==> src/rtl/systolic_input_fifo_bank_pkg.sv <==
// Shared types for the systolic input FIFO bank: controller state encoding.
package cnn_fifo_pkg;

  localparam int unsigned StateW = 2;

  typedef enum logic [StateW-1:0] {
    StIdle,
    StFill,
    StDrain
  } state_e;

endpackage

==> src/rtl/systolic_input_fifo_bank_if.sv <==
// Bus between the ROM stage / systolic array and the row-FIFO bank.
// The master modport drives the bank; the slave modport is the bank itself.
interface systolic_input_fifo_bank_if #(
  parameter int unsigned DataSize    = 16,
  parameter int unsigned ArraySize   = 9,
  parameter int unsigned DimDataSize = 16
);

  logic [DataSize-1:0]           bus;
  logic [ArraySize-1:0]          write_enable_in;
  logic                          fill_done;
  logic                          start;
  logic [DimDataSize-1:0]        drain_len;
  logic                          stall;
  logic [ArraySize*DataSize-1:0] data_out;
  logic [ArraySize-1:0]          valid_out;
  logic                          busy;
  logic                          done;
  logic                          overflow;
  logic                          underflow;

  modport master (
    output bus, write_enable_in, fill_done, start, drain_len, stall,
    input  data_out, valid_out, busy, done, overflow, underflow
  );

  modport slave (
    input  bus, write_enable_in, fill_done, start, drain_len, stall,
    output data_out, valid_out, busy, done, overflow, underflow
  );

endinterface

==> src/rtl/systolic_input_fifo_bank_sync_fifo.sv <==
// Single-clock row FIFO with fall-through read port. A pop on empty is ignored;
// a push on full is accepted only when a real pop frees a slot in the same cycle.
module sync_fifo #(
  parameter int unsigned DataSize  = 16,
  parameter int unsigned FifoDepth = 16,
  localparam int unsigned PtrW     = $clog2(FifoDepth)
) (
  input  logic                clk,
  input  logic                reset,
  input  logic                i_push,
  input  logic                i_pop,
  input  logic [DataSize-1:0] i_din,
  output logic [DataSize-1:0] o_dout,
  output logic                o_full,
  output logic                o_empty,
  output logic [PtrW:0]       o_count
);

  logic [DataSize-1:0] r_mem [FifoDepth];
  logic [PtrW-1:0]     r_wr_ptr;
  logic [PtrW-1:0]     r_rd_ptr;
  logic [PtrW:0]       r_count;
  logic                w_do_push;
  logic                w_do_pop;

  assign o_full    = (r_count == (PtrW+1)'(FifoDepth));
  assign o_empty   = (r_count == '0);
  assign o_count   = r_count;
  assign o_dout    = r_mem[r_rd_ptr];
  assign w_do_pop  = i_pop && !o_empty;
  assign w_do_push = i_push && (!o_full || w_do_pop);

  always_ff @(posedge clk) begin
    if (!reset) begin
      r_wr_ptr <= '0;
      r_rd_ptr <= '0;
      r_count  <= '0;
    end else begin
      if (w_do_push) r_wr_ptr <= r_wr_ptr + PtrW'(1);
      if (w_do_pop)  r_rd_ptr <= r_rd_ptr + PtrW'(1);
      if (w_do_push && !w_do_pop)      r_count <= r_count + (PtrW+1)'(1);
      else if (!w_do_push && w_do_pop) r_count <= r_count - (PtrW+1)'(1);
    end
  end

  // Storage needs no reset: pointers define which entries are live.
  always_ff @(posedge clk) begin
    if (reset && w_do_push) r_mem[r_wr_ptr] <= i_din;
  end

endmodule

==> src/rtl/systolic_input_fifo_bank.sv <==
// Row-FIFO bank feeding the systolic array's left edge with diagonal skew.
// Define ROM_LATENCY_COMP_EN to delay write_enable_in/fill_done by one cycle for a synchronous ROM.
module systolic_input_fifo_bank
  import cnn_fifo_pkg::*;
#(
  parameter int unsigned DataSize    = 16,
  parameter int unsigned ArraySize   = 9,
  parameter int unsigned FifoDepth   = 16,
  parameter int unsigned DimDataSize = 16
) (
  input logic                       clk,
  input logic                       reset,
  systolic_input_fifo_bank_if.slave s_if
);

  localparam int unsigned PtrW = $clog2(FifoDepth);
  localparam int unsigned CntW = DimDataSize + 1;

  state_e                        r_state, w_state_d;
  logic [CntW-1:0]               r_t, w_t_d;
  logic [DimDataSize-1:0]        r_len, w_len_d;
  logic                          w_done;
  logic [CntW-1:0]               w_t_end;
  logic [ArraySize-1:0]          w_we;
  logic                          w_fill_done;
  logic [ArraySize-1:0]          w_pop;
  logic [ArraySize-1:0]          w_full;
  logic [ArraySize-1:0]          w_empty;
  logic [ArraySize-1:0]          w_valid_d;
  logic [ArraySize-1:0]          w_drop;
  logic [DataSize-1:0]           w_dout  [ArraySize];
  logic [PtrW:0]                 w_count [ArraySize];
  logic [ArraySize*DataSize-1:0] r_data_out;
  logic [ArraySize-1:0]          r_valid_out;
  logic                          r_overflow;
  logic                          r_underflow;

`ifdef ROM_LATENCY_COMP_EN
  logic [ArraySize-1:0] r_we_dly;
  logic                 r_fill_done_dly;

  always_ff @(posedge clk) begin
    if (!reset) begin
      r_we_dly        <= '0;
      r_fill_done_dly <= 1'b0;
    end else begin
      r_we_dly        <= s_if.write_enable_in;
      r_fill_done_dly <= s_if.fill_done;
    end
  end

  assign w_we        = r_we_dly;
  assign w_fill_done = r_fill_done_dly;
`else
  assign w_we        = s_if.write_enable_in;
  assign w_fill_done = s_if.fill_done;
`endif

  // Last DRAIN cycle is the one where the bottom row's final word becomes visible.
  assign w_t_end = {1'b0, r_len} + CntW'(ArraySize - 1);

  always_comb begin
    w_state_d = r_state;
    w_t_d     = r_t;
    w_len_d   = r_len;
    w_done    = 1'b0;
    unique case (r_state)
      StIdle: begin
        if (s_if.start) w_state_d = StFill;
      end
      StFill: begin
        if (w_fill_done) begin
          w_state_d = StDrain;
          w_t_d     = '0;
          w_len_d   = s_if.drain_len;
        end
      end
      StDrain: begin
        if ((r_len == '0) || (!s_if.stall && (r_t == w_t_end))) begin
          w_done    = 1'b1;
          w_state_d = StIdle;
        end else if (!s_if.stall) begin
          w_t_d = r_t + CntW'(1);
        end
      end
      default: w_state_d = StIdle;
    endcase
  end

  always_ff @(posedge clk) begin
    if (!reset) begin
      r_state <= StIdle;
      r_t     <= '0;
      r_len   <= '0;
    end else begin
      r_state <= w_state_d;
      r_t     <= w_t_d;
      r_len   <= w_len_d;
    end
  end

  always_comb begin
    w_pop     = '0;
    w_valid_d = '0;
    w_drop    = '0;
    for (int i = 0; i < ArraySize; i++) begin
      w_pop[i] = (r_state == StDrain) && !s_if.stall && (r_t >= CntW'(i))
                 && (r_t < CntW'(i) + {1'b0, r_len});
      w_valid_d[i] = w_pop[i] && (w_count[i] != '0);
      // A full FIFO is never empty, so any scheduled pop frees the slot.
      w_drop[i] = w_we[i] && w_full[i] && !w_pop[i];
    end
  end

  for (genvar g = 0; g < ArraySize; g++) begin : g_row
    sync_fifo #(
      .DataSize (DataSize),
      .FifoDepth(FifoDepth)
    ) u_fifo (
      .clk    (clk),
      .reset  (reset),
      .i_push (w_we[g]),
      .i_pop  (w_pop[g]),
      .i_din  (s_if.bus),
      .o_dout (w_dout[g]),
      .o_full (w_full[g]),
      .o_empty(w_empty[g]),
      .o_count(w_count[g])
    );
  end

  always_ff @(posedge clk) begin
    if (!reset) begin
      r_data_out  <= '0;
      r_valid_out <= '0;
      r_overflow  <= 1'b0;
      r_underflow <= 1'b0;
    end else begin
      r_valid_out <= w_valid_d;
      for (int i = 0; i < ArraySize; i++) begin
        if (w_valid_d[i]) r_data_out[i*DataSize +: DataSize] <= w_dout[i];
      end
      if (|w_drop)           r_overflow  <= 1'b1;
      if (|(w_pop & w_empty)) r_underflow <= 1'b1;
    end
  end

  assign s_if.data_out  = r_data_out;
  assign s_if.valid_out = r_valid_out;
  assign s_if.busy      = (r_state != StIdle);
  assign s_if.done      = w_done;
  assign s_if.overflow  = r_overflow;
  assign s_if.underflow = r_underflow;

endmodule
==> src/flat_wrapper.sv <==
// flat-port wrapper written by rule: the top's interface ports become plain ports
module systolic_input_fifo_bank_flat import cnn_fifo_pkg::*;
#(
  parameter int unsigned DataSize    = 16,
  parameter int unsigned ArraySize   = 9,
  parameter int unsigned FifoDepth   = 16,
  parameter int unsigned DimDataSize = 16
)
  (clk, reset, s_if_bus, s_if_write_enable_in, s_if_fill_done, s_if_start, s_if_drain_len, s_if_stall, s_if_data_out, s_if_valid_out, s_if_busy, s_if_done, s_if_overflow, s_if_underflow);
  systolic_input_fifo_bank_if #(.DataSize(DataSize), .ArraySize(ArraySize), .DimDataSize(DimDataSize)) s_if_i ();
  input logic clk;
  input logic reset;
  input wire logic [$bits(s_if_i.bus)-1:0] s_if_bus;
  input wire logic [$bits(s_if_i.write_enable_in)-1:0] s_if_write_enable_in;
  input wire logic [$bits(s_if_i.fill_done)-1:0] s_if_fill_done;
  input wire logic [$bits(s_if_i.start)-1:0] s_if_start;
  input wire logic [$bits(s_if_i.drain_len)-1:0] s_if_drain_len;
  input wire logic [$bits(s_if_i.stall)-1:0] s_if_stall;
  output wire logic [$bits(s_if_i.data_out)-1:0] s_if_data_out;
  output wire logic [$bits(s_if_i.valid_out)-1:0] s_if_valid_out;
  output wire logic [$bits(s_if_i.busy)-1:0] s_if_busy;
  output wire logic [$bits(s_if_i.done)-1:0] s_if_done;
  output wire logic [$bits(s_if_i.overflow)-1:0] s_if_overflow;
  output wire logic [$bits(s_if_i.underflow)-1:0] s_if_underflow;
  assign s_if_i.bus = s_if_bus;
  assign s_if_i.write_enable_in = s_if_write_enable_in;
  assign s_if_i.fill_done = s_if_fill_done;
  assign s_if_i.start = s_if_start;
  assign s_if_i.drain_len = s_if_drain_len;
  assign s_if_i.stall = s_if_stall;
  assign s_if_data_out = s_if_i.data_out;
  assign s_if_valid_out = s_if_i.valid_out;
  assign s_if_busy = s_if_i.busy;
  assign s_if_done = s_if_i.done;
  assign s_if_overflow = s_if_i.overflow;
  assign s_if_underflow = s_if_i.underflow;
  systolic_input_fifo_bank #(.DataSize(DataSize), .ArraySize(ArraySize), .FifoDepth(FifoDepth), .DimDataSize(DimDataSize)) u_core (.clk(clk), .reset(reset), .s_if(s_if_i));
endmodule
==> config.mk <==
export PLATFORM = sky130hd
export DESIGN_NAME = systolic_input_fifo_bank_flat
export DESIGN_NICKNAME = d
export VERILOG_FILES = /design/src/rtl/systolic_input_fifo_bank_pkg.sv /design/src/rtl/systolic_input_fifo_bank_if.sv /design/src/rtl/systolic_input_fifo_bank_sync_fifo.sv /design/src/rtl/systolic_input_fifo_bank.sv /design/src/flat_wrapper.sv
export SDC_FILE = /design/constraint.sdc
export NUM_CORES = 2
export LEC_CHECK = 0
export ABC_CLOCK_PERIOD_IN_PS = 7500
export CORE_MARGIN = 4
export CORE_UTILIZATION = 45
export CTS_CLUSTER_SIZE = 20
export DETAILED_ROUTE_END_ITERATION = 16
export GPL_TIMING_DRIVEN = 0
export SETUP_SLACK_MARGIN = 0.2
export SYNTH_ARGS = -nofsm -noshare
export SYNTH_HDL_FRONTEND = slang
export SYNTH_HIERARCHICAL = 1
export SYNTH_SLANG_ARGS = --single-unit
==> constraint.sdc <==
create_clock -name clk -period 7.5 [get_ports clk]
set_input_delay 1.5 -clock clk [delete_from_list [all_inputs] [get_ports clk]]
set_output_delay 1.5 -clock clk [all_outputs]
set_load 0.05 [all_outputs]
==> summary.md <==
| Metric | Value |
|---|---|
| Routed WL | `263 mm` |
| Placer congestion estimate | `0.868` |
| Startpoint types | `flip-flop` |
| I/O pins | `203` |
| Post-DP HPWL | `174 mm` |
| Commonest non-fill, non-tap cell in the layout | `edfxtp_1` |
| # hold bufs at CTS | `0` |
| Most used cell along the critical path | `nor2_1` |
| Pins Over Slew Limit | `0` |
| Final setup margin | `0.643 ns` |
| Antenna violations before repair | `16` |
| Share of power burned in the clock network | `0.429` |
| Post-synth EDFFs | `2304` |
| Clock slew at reported path FFs | `0.06 ns` |
| Max-capacitance violation count | `0` |
| CTS tree | `done` |
| Outcome | `finished clean` |
| Die W | `496 microns` |
| Crit path time final | `6.86 ns` |
| Synthesized Nets | `6243` |
| Count of input and output buffers | `202` |
| Die H | `496 microns` |
| WP buf/inv | `2` |
| Die ar. | `0.246 sq mm` |
| Worst hold margin | `0.492 ns` |
| Register bit total from synthesis | `2647` |
| Commonest non-fill, non-tap cells in the layout | `2304 x edfxtp_1, 576 x mux4_2, 343 x dfxtp_1, 306 x clkbuf_16, 303 x nand2_1` |
| Data arrival time of the worst path | `5.36 ns` |
| First-pass GRT wire length | `388 mm` |
| Hold Path Origin | `u_core/s_if.data_out[85]` |
| Initial Util | `0.454` |
| CTS max path bufs | `4` |
| Pint | `25.4 mW` |
| Hold Crit Endpoint | `u_core/s_if.data_out[85]` |
| Largest net degree at the start of global routing | `117` |
| Reg power frac | `0.507` |
| Placed cell count | `9505` |
| Combinational fraction of design power | `0.064` |
| Worst reg2reg path depth | `25` |
| Slew Limit Headroom | `0.0715` |
| Vias in the first global route | `58.5k` |
| Post-CTS setup buffers | `0` |
| Fmax | `146 MHz` |
| Primary FF master, synth | `edfxtp_1` |
| Area of the mapped netlist | `0.107 sq mm` |
| Setup TNS | `0 ns` |
| Sw frac | `0.219` |
| Post-synth ARST share | `0` |
| Syn avg cell area | `18.0 sq um` |
| RSZ-0062 raised after global routing | `no` |
| CTS resizes | `0` |
| Fill count | `18.6k` |
| Final worst-path cycle share | `0.914` |
| Cells on Worst Hold Path | `2` |
| FF-to-FF End | `u_core/g_row[7].u_fifo/o_count[3]` |
| ANT nets after route | `0` |
| Slowest cell delay on critical path | `0.87 ns` |
| Worst VDD drop | `0.000238 V` |
| Register area share after synthesis | `0.709` |
| Layout cells sized above 1 | `0.223` |
| Via count | `57.3k` |
| Routed wire per std cell | `26.2 microns` |
| Final hold viol count | `0` |
| P_leak | `40.5 nW` |
| Hold crit path type | `reg -> reg` |
| GR Overflow Total | `0` |
| Worst setup EP type | `primary output` |
| Worst-Skew Late Latency | `0.92 ns` |
| Worst slew pin tran | `1.39 ns` |
| Clock sink total | `2647` |
| Worst path top cell family by delay | `simple AND/OR/NAND/NOR gates` |
| Final #Nets | `6943` |
| Yosys warning count | `6` |
| Num CTS Buffers | `296` |
| Final setup fails | `0` |
| Overall track demand over capacity in global routing | `0.213` |
| Reg-to-Reg Start | `u_core/r_len[1]` |
| WP data required | `6.00 ns` |
| Clock Skew | `0.0601 ns` |
| Vias per inst | `5.72` |
| Critical path class | `reg -> out` |
| Remaining DRCs | `0` |
| Reg2Reg Setup Slack | `0.93 ns` |
| DR pass1 iterations | `6` |
| Core area | `0.236 sq mm` |
| Cell Chain, Critical Path | `clkbuf_1 > nand2_1 > nor4_1 > nand3_1 > nor2_1 > xnor2_1 > ha_1 > and4_1 > a41oi_1 > nor2_1 > clkdlybuf4s50_1` |
| Post-Syn Instances | `5953` |
| Final cell count without fillers | `10.0k` |
| Critical path fanouts, max | `10` |
| DP Worst Slack | `1.06 ns` |
| Synth-to-layout area growth | `17.3%` |
| H-tree depth | `5` |
| Root Buffer | `clkbuf_16` |
| Power density over cell area | `258 mW/mm^2` |
| DR iter-0 viols | `5290` |
| Slowest cell on crit path | `clkdlybuf4s50_1` |
| Row cnt | `178` |
| Switching power | `7.12 mW` |
| Synth unique cells | `81` |
==> state kept, by name, summed over array words and instances, names as in the netlist, named ones only <==
name and cells:
u_core/g_row.u_fifo/r_mem 2304, u_core/s_if.data_out 144, u_core/g_row.u_fifo/o_count 45, u_core/s_if.overflow 1, u_core/r_state 2, u_core/r_t 17, u_core/r_len 16, u_core/s_if.valid_out 9
u_core/s_if.underflow 1, u_core/g_row.u_fifo/r_rd_ptr 36, u_core/g_row.u_fifo/r_wr_ptr 36
==> final cells by class <==
type,count,area [sq um],area share
flip-flops and latches,2647,76100,0.605
multi-input cells,2909,29900,0.238
clock buffers,376,8080,0.0642
repair buffers,402,4840,0.0385
well taps,3150,3940,0.0313
plain buffers,305,1410,0.0112
clock inverters,129,1190,0.00947
inverters,92,345,0.00275
diodes,9,22.5,0.000179
==> worst reg2reg max path, stage by stage (launching register included) <==
cell      delay (ns)
dfxtp_1         0.47
clkbuf_1        0.59
inv_1           0.34
ha_1            0.27
clkbuf_1        0.25
inv_1           0.23
a21oi_1         0.19
nor2_1          0.32
nand3_1         0.22
nor2_1          0.19
xnor2_1         0.18
ha_1            0.31
a21oi_1         0.16
o21a_1          0.16
o211ai_1        0.11
o21a_1          0.28
nor2_1          0.59
o31ai_4         0.16
inv_1           0.08
ha_1            0.16
inv_1           0.11
ha_1            0.29
a21o_2          0.11
a21oi_1         0.06
or4b_2          0.60
nand3_1         0.09
==> worst max-delay path by stage <==
stage,depth (start not counted),from,slack [ns],to
2_1_floorplan,18,u_core/r_len[1],2.01,u_core/g_row[7].u_fifo/r_mem[0][0]
3_3_place_gp,4,reset,-1.64,u_core/g_row[5].u_fifo/r_mem[0][9]
3_5_place_dp,25,u_core/r_len[1],1.06,u_core/g_row[7].u_fifo/o_count[3]
4_1_cts,11,u_core/r_len[9],0.73,s_if_done
5_1_grt,11,u_core/r_len[9],0.48,s_if_done
6_report,11,u_core/r_len[9],0.64,s_if_done
==> synth_stat cells (all sizes together), types with 8 or more instances <==
cell / count / area (sq um)
o211ai: 13 / 97.6
a21boi: 12 / 90.1
or4: 18 / 135
edfxtp: 2304 / 69200
nor3: 47 / 364
nor4: 46 / 288
or3: 24 / 195
nor2: 352 / 1320
a211oi: 21 / 158
inv: 89 / 334
and4: 8 / 70.1
nand4b: 10 / 87.6
xnor2: 154 / 1350
nor2b: 47 / 294
ha: 235 / 2940
nand2: 303 / 1140
clkbuf: 190 / 713
nand3b: 19 / 143
a22oi: 289 / 2170
dfxtp: 343 / 6870
mux4: 576 / 13000
fa: 9 / 180
a31oi: 14 / 87.6
or4b: 9 / 90.1
o21ai: 71 / 457
o31ai: 11 / 206
and2: 73 / 457
nand3: 136 / 726
nand2b: 12 / 75.1
nand4: 26 / 163
buf: 115 / 694
a21o: 19 / 154
mux2i: 180 / 1800
and3: 9 / 56.3
a21oi: 90 / 488
o21a: 21 / 158
==> kinds of logic (layout without fill, tap and decap cells) <==
group	count (synthesis)	in the layout	share of synthesized area
flops	2647	2647	0.709
fa+ha+maj	244	244	0.0291
buf+inv	397	1304	0.0163
simple gates	1152	1152	0.0532
compound gates	600	600	0.0415
other cells	0	9	0
xor+xnor	157	157	0.0128
mux	756	756	0.138
==> power groups by stage <==
| stage | Sequential [mW] | Combinational, mW | Clock (mW) |
|---|---|---|---|
| global route | 16.5 | 2.28 | 14.9 |
| detailed placement | 16.8 | 2.09 | 0 |
| CTS | 16.5 | 2.10 | 14.2 |
| floorplan | 16.8 | 1.24 | 0 |
| finish | 16.5 | 2.08 | 13.9 |
| global placement | 16.9 | 1.94 | 0 |
==> layer usage <==
metal,global-route usage,up-vias,wire length [microns]
met5,0,-,27
met4,0.0680,4,8250
met3,0.0378,432,16900
met2,0.337,1727,124000
met1,0.301,29900,113000
li1,-,25200,-
==> through the flow <==
| step | total power, mW | util | cell area [sq um] |
|---|---|---|---|
| final | 32.5 | 0.533 | 126000 |
| after global routing | 33.6 | 0.533 | 126000 |
| after CTS | 32.8 | 0.533 | 126000 |
| after detailed placement | 18.9 | 0.493 | 117000 |
| after global placement | 18.8 | 0.479 | 113000 |
| after floorplan | 18.0 | - | 107000 |
Power figures use the tool's default switching activity.
